## config.mk

```make
export PLATFORM = sky130hd
export DESIGN_NAME = pkt_scheduler
export DESIGN_NICKNAME = d
export VERILOG_FILES = /design/src/rtl/pkt_scheduler.sv
export SDC_FILE = /design/constraint.sdc
export NUM_CORES = 1
export LEC_CHECK = 0
export CAP_MARGIN = 20
export CORE_MARGIN = 10
export CORE_UTILIZATION = 44
export DETAILED_ROUTE_END_ITERATION = 7
export PLACE_DENSITY = 0.92
export SLEW_MARGIN = 20
export SYNTH_ARGS = -nofsm -noshare
export SYNTH_HDL_FRONTEND = slang
export SYNTH_SLANG_ARGS = --single-unit
```

## constraint.sdc

```tcl
create_clock -name clk -period 2.1 [get_ports clk]
set_input_delay 0.42 -clock clk [delete_from_list [all_inputs] [get_ports clk]]
set_output_delay 0.42 -clock clk [all_outputs]
set_load 0.1 [all_outputs]
```

## src/rtl/pkt_scheduler.sv

```systemverilog
// pkt_scheduler: four-port round-robin packet scheduler.
// Serves one queued packet at a time (address, length N, N payload bytes,
// parity byte) from the granted first-word-fall-through queue onto a single
// valid/ready byte stream. A granted port keeps the output until its parity
// byte has gone, even when its queue runs dry mid-packet.
// Optional build macro: PKT_SCHED_PARITY_CHECK_EN enables the XOR parity
// checker and the parity_err pulse; without it parity_err is tied low.
//
// state   | meaning
// --------+-----------------------------------------------------------
// IDLE    | no packet in flight; picks next non-empty port round-robin
// ADDR    | sending the address byte (sop)
// LEN     | sending the length byte; loads the payload counter with N
// PAYLOAD | sending payload bytes; counter counts down to 1
// PARITY  | sending the parity byte (eop); records last_grant
// GAP     | IDLE_GAP cycles of enforced silence after a packet
module pkt_scheduler #(
    parameter int unsigned IDLE_GAP = 0
) (
    input  logic        clk,
    input  logic        reset,
    input  logic [3:0]  fifo_empty,
    input  logic [31:0] fifo_data,
    output logic [3:0]  fifo_rd_en,
    output logic [7:0]  out_data,
    output logic        out_valid,
    input  logic        out_ready,
    output logic        out_sop,
    output logic        out_eop,
    output logic [1:0]  grant,
    output logic        busy,
    output logic        parity_err
);

    typedef enum logic [2:0] {
        S_IDLE,
        S_ADDR,
        S_LEN,
        S_PAYLOAD,
        S_PARITY,
        S_GAP
    } state_t;

    // GAP counts down to zero, so it starts one below the gap length.
    localparam logic [3:0] GAP_LOAD = (IDLE_GAP > 0) ? 4'(IDLE_GAP - 1) : 4'd0;

    state_t     state;
    state_t     state_nxt;
    logic [1:0] grant_nxt;
    logic [1:0] last_grant;
    logic [1:0] last_grant_nxt;
    logic [7:0] count;
    logic [7:0] count_nxt;
    logic [3:0] gap_cnt;
    logic [3:0] gap_cnt_nxt;

    logic       in_pkt;
    logic       xfer;
    logic [7:0] lane;
    logic [1:0] rr_pick;
    logic       rr_found;
    logic [1:0] rr_idx;

    // Head byte of the granted queue.
    assign lane = fifo_data[{grant, 3'b000} +: 8];

    // Round-robin search starting one past the last port that finished a packet.
    always_comb begin
        rr_pick  = last_grant;
        rr_found = 1'b0;
        rr_idx   = last_grant;
        for (int i = 1; i <= 4; i++) begin
            rr_idx = last_grant + 2'(i);
            if (!rr_found && !fifo_empty[rr_idx]) begin
                rr_pick  = rr_idx;
                rr_found = 1'b1;
            end
        end
    end

    // State, grant, counters.
    always_ff @(posedge clk or posedge reset) begin
        if (reset) begin
            state      <= S_IDLE;
            grant      <= 2'd0;
            last_grant <= 2'd3;
            count      <= 8'd0;
            gap_cnt    <= 4'd0;
        end else begin
            state      <= state_nxt;
            grant      <= grant_nxt;
            last_grant <= last_grant_nxt;
            count      <= count_nxt;
            gap_cnt    <= gap_cnt_nxt;
        end
    end

    // Next-state decode and stream outputs; out_valid never looks at out_ready.
    always_comb begin
        state_nxt      = state;
        grant_nxt      = grant;
        last_grant_nxt = last_grant;
        count_nxt      = count;
        gap_cnt_nxt    = gap_cnt;

        in_pkt     = (state == S_ADDR) || (state == S_LEN) ||
                     (state == S_PAYLOAD) || (state == S_PARITY);
        out_valid  = in_pkt && !fifo_empty[grant];
        xfer       = out_valid && out_ready;
        out_data   = out_valid ? lane : 8'h00;
        fifo_rd_en = xfer ? (4'b0001 << grant) : 4'b0000;
        out_sop    = out_valid && (state == S_ADDR);
        out_eop    = out_valid && (state == S_PARITY);
        busy       = (state != S_IDLE);

        case (state)
            S_IDLE: begin
                if (rr_found) begin
                    grant_nxt = rr_pick;
                    state_nxt = S_ADDR;
                end
            end
            S_ADDR: begin
                if (xfer) state_nxt = S_LEN;
            end
            S_LEN: begin
                if (xfer) begin
                    count_nxt = lane;
                    state_nxt = (lane == 8'd0) ? S_PARITY : S_PAYLOAD;
                end
            end
            S_PAYLOAD: begin
                if (xfer) begin
                    count_nxt = count - 8'd1;
                    if (count == 8'd1) state_nxt = S_PARITY;
                end
            end
            S_PARITY: begin
                if (xfer) begin
                    last_grant_nxt = grant;
                    if (IDLE_GAP > 0) begin
                        state_nxt   = S_GAP;
                        gap_cnt_nxt = GAP_LOAD;
                    end else begin
                        state_nxt = S_IDLE;
                    end
                end
            end
            S_GAP: begin
                if (gap_cnt == 4'd0) state_nxt = S_IDLE;
                else                 gap_cnt_nxt = gap_cnt - 4'd1;
            end
            default: state_nxt = S_IDLE;
        endcase
    end

`ifdef PKT_SCHED_PARITY_CHECK_EN
    logic [7:0] par_acc;

    // XOR of address, length and payload; cleared while idle so each packet starts fresh.
    always_ff @(posedge clk or posedge reset) begin
        if (reset) begin
            par_acc    <= 8'h00;
            parity_err <= 1'b0;
        end else begin
            parity_err <= xfer && (state == S_PARITY) && (lane != par_acc);
            if (state == S_IDLE)
                par_acc <= 8'h00;
            else if (xfer && (state != S_PARITY))
                par_acc <= par_acc ^ lane;
        end
    end
`else
    assign parity_err = 1'b0;
`endif

endmodule

```

==> flow_metrics.env <==
export IMPL_wirelength_um=6122
export IMPL_path_cells="mux4_2 -> nor2_4 -> buf_4 -> nand3_4 -> nor2_4 -> buf_12"
export IMPL_swShare_pct=54.28
export IMPL_area_growth_syn_to_layout_pct=81.36
export IMPL_start_util_pct=45.43
export IMPL_crit_family="multiplexers"
export IMPL_core_rowCount=21
export IMPL_grt_pass1_vias=1760
export IMPL_synth_area_mux_share_pct=16.47
export IMPL_drtIter0Drc=186
export IMPL_final_common_cell="clkdlybuf4s50_1"
export IMPL_leakage_nw=1.108
export IMPL_wl_met2_um=3515
export IMPL_top_layer="met4"
export IMPL_drc=0
export IMPL_power_w=0.004799
export IMPL_drive_above_1_share_pct=42.08
export IMPL_synthSimpleGateAreaFrac_pct=23.29
export IMPL_dp_final_hpwl_um=4342
export IMPL_clkSinkCount=19
export IMPL_dr_wl_met3_um=366
export IMPL_die_w_um=78.47
export IMPL_ir_drop_mv=1.583
export IMPL_clockRootBuffer="clkbuf_4"
export IMPL_period_share_pct=117.9
export IMPL_insertedDiodeCount=0
export IMPL_grt_pass1_wl_um=8845
export IMPL_ys_ff_latch=19
export IMPL_synth_area_leader_cell="dfrtp_1"
export IMPL_layout_min_cycle_time_ns=2.477
export IMPL_cts_clk_slew_worst_paths_ns=0.12
export IMPL_ys_warn_count=0
export IMPL_cts_tree="built"
export IMPL_via_count=1759
export IMPL_worstMarginPinSlew_ns=0.7080
export IMPL_synth_cell_types=43
export IMPL_critPathKind="flop to output port"
export IMPL_synth_xor_xnor_area_share_pct=1.165
export IMPL_wl_met1_um=2066
export IMPL_drv_slew=0
export IMPL_p_comb_share_pct=82.4
export IMPL_startpoint_type="flop"
export IMPL_status="complete, but fails checks"
export IMPL_ys_flop_type="dfrtp_1"
export IMPL_skew_ns=0.006119
export IMPL_seqPwrFrac_pct=13.3
export IMPL_numPortBuffers=56
export IMPL_synth_adder_area_share_pct=2.496
export IMPL_fp_coreArea_um2=3311
export IMPL_grt_setup_unrepaired="yes"
export IMPL_max_freq_ghz=0.4037
export IMPL_violations="negative setup slack"
export IMPL_powerDensity_nw_per_um2=1759
export IMPL_cap_viol_max_count=0
export IMPL_grt_max_degree=15
export IMPL_clk_path_buf_depth=2
export IMPL_vias_per_cell=5.767
export IMPL_synth_nets=214
export IMPL_fillers=167
export IMPL_path_buf_inv=2
export IMPL_worstPathMaxFanout=4
export IMPL_numCtsBuffers=3
export IMPL_setup_viol=20
export IMPL_syn_inst=172
export IMPL_max_stage_delay_ns=0.55
export IMPL_path_common_cell="nor2_4"
export IMPL_end_kind="output port"
export IMPL_p_int_w=0.002194
export IMPL_syn_area_um2=1504
export IMPL_p_switching_w=0.002605
export IMPL_async_flop_share_pct=100.0
export IMPL_final_hold_violation_count=0
export IMPL_finalWorstSetupSlack_ns=-0.3769
export IMPL_nets=302
export IMPL_synthTopCellsByArea="dfrtp_1 28%, mux4_2 13%, o21ai_0 4.3%, nor2_1 4.2%, a21oi_1 4.0%"
export IMPL_gp_congestion=0.8262
export IMPL_antenna_left=0
export IMPL_pin_count=58
export IMPL_final_cell_mix="34 x clkdlybuf4s50_1, 32 x buf_4, 19 x buf_12, 15 x nand2_1, 15 x dfrtp_1"
export IMPL_pwr_share_clk_pct=4.3
export IMPL_slew_headroom_pct=52.18
export IMPL_postCtsHoldBufs=0
export IMPL_synth_edff_count=0
export IMPL_antenna_found_initial=0
export IMPL_tns_ns=-4.763
export IMPL_synth_top_family_by_area="simple AND/OR/NAND/NOR gates"
export IMPL_yosysTopAreaCellShare_pct=28.29
export IMPL_worstHoldPathType="input port to async pin"
export IMPL_critPathSlowestCell="mux4_2"
export IMPL_cp_arrival_ns=2.06
export IMPL_synth_compound_area_share_pct=17.97
export IMPL_h_tree_depth=1
export IMPL_wl_per_cell_um=20.07
export IMPL_die_h_um=78.47
export IMPL_post_synth_cell_area_avg_um2=8.744
export IMPL_die_area_um2=6157
export IMPL_clk_latency_ns=0.33
export IMPL_ys_seq_area_share_pct=31.78
export IMPL_first_pass_iters=4
export IMPL_gr_total_overflow=0
export IMPL_r2r_slack_ns=-0.17
export IMPL_grt_usage_pct=17.70
export IMPL_cp_required_ns=1.68
-- cells by family after synthesis --
logic type,count (synthesis)
xor gates and xnor gates,2
DFF,19
buffers and inverters,21
AOI/OAI and AO/OA,44
adders and majority gates,3
other,1
muxes,13
and+or+nand+nor,69
-- synthesized netlist by cell type, types with 2 or more instances --
cell type / n
and2_1: 8
or2_2: 3
nor4_1: 3
clkbuf_1: 6
mux2_2: 4
nand3_1: 4
a21oi_1: 12
a31oi_1: 2
o21ai_0: 13
nand2_1: 16
or3_1: 2
nor3_1: 7
dfrtp_1: 17
o41ai_1: 2
a22oi_1: 3
dfstp_2: 2
xnor2_1: 2
buf_6: 2
mux4_2: 9
nor2_1: 17
ha_1: 3
o21ai_1: 2
inv_1: 11
nand2b_1: 2
a21oi_2: 2
-- worst paths after layout --
check / end / cells after the start / startpoint
min: count[6] / 2 / reset
max in group asynchronous: count[7] / 3 / reset
min in group clk: gap_cnt[3] / 1 / gap_cnt[3]
max reg2reg: state[0] / 5 / count[4]
max: fifo_rd_en[1] / 6 / grant[0]
min reg2reg: gap_cnt[3] / 1 / gap_cnt[3]
-- timing repair --
| action | CTS | global route |
|---|---|---|
| cloned | 2 | 0 |
| pin swaps | 5 | 4 |
| gates resized for setup | 11 | 8 |
| setup buffers | 5 | 7 |
| endpoints found under the setup margin | 21 | 24 |
-- power groups by stage --
stage          Clock (W)  Combinational (W)  Sequential (W)
4_1_cts         0.000203            0.00376        0.000631
2_1_floorplan          0            0.00228        0.000756
5_1_grt         0.000218            0.00411        0.000655
6_report        0.000206            0.00396        0.000637
3_5_place_dp           0            0.00360        0.000640
3_3_place_gp           0            0.00352        0.000630
-- registers in the layout, indices dropped and copies added (netlist names) --
register / flops
gap_cnt: 4
grant: 2
state: 3
count: 8
last_grant: 2
-- stage by stage --
stage | hold slack (ns) | std cells | instance area, µm² | setup slack (ns) | util, %
global route | 0.4052 | 305 | 2728 | -0.4215 | 82.39
CTS | 0.3928 | 299 | 2656 | -0.3910 | 80.23
finish | 0.3802 | 305 | 2728 | -0.3769 | 82.39
detailed placement | 0.4931 | 288 | 2559 | -0.4277 | 77.29
global placement | 0.4870 | 288 | 2559 | -0.3665 | 77.29
floorplan | 0.3696 | 172 | 1647 | -0.7550 | -
-- final cells by class --
| type | instances | area (µm²) | share of cell area, % |
|---|---|---|---|
| Multi-Input combinational cell | 133 | 1089 | 39.91 |
| Timing Repair Buffer | 92 | 1030 | 37.75 |
| Sequential cell | 19 | 483.0 | 17.71 |
| Tap cell | 46 | 57.56 | 2.110 |
| Inverter | 11 | 41.29 | 1.514 |
| Clock buffer | 3 | 22.52 | 0.8257 |
| Clock inverter | 1 | 5.005 | 0.1835 |
-- worst reg2reg max path, stage by stage, from the launching register on --
cell and delay [ns]:
dfrtp_1 0.45, or4_1 0.60, o41ai_1 0.61, a21oi_1 0.19
o21ai_0 0.22, nand3_1 0.10
-- metal layers --
| layer | vias to the layer above | global-route usage, % |
|---|---|---|
| met5 | - | 0 |
| met4 | 0 | 5.197 |
| met3 | 23 | 3.531 |
| met2 | 86 | 35.44 |
| met1 | 850 | 17.67 |
| li1 | 800 | - |
Note: power is estimated with default switching activity, not from simulation.
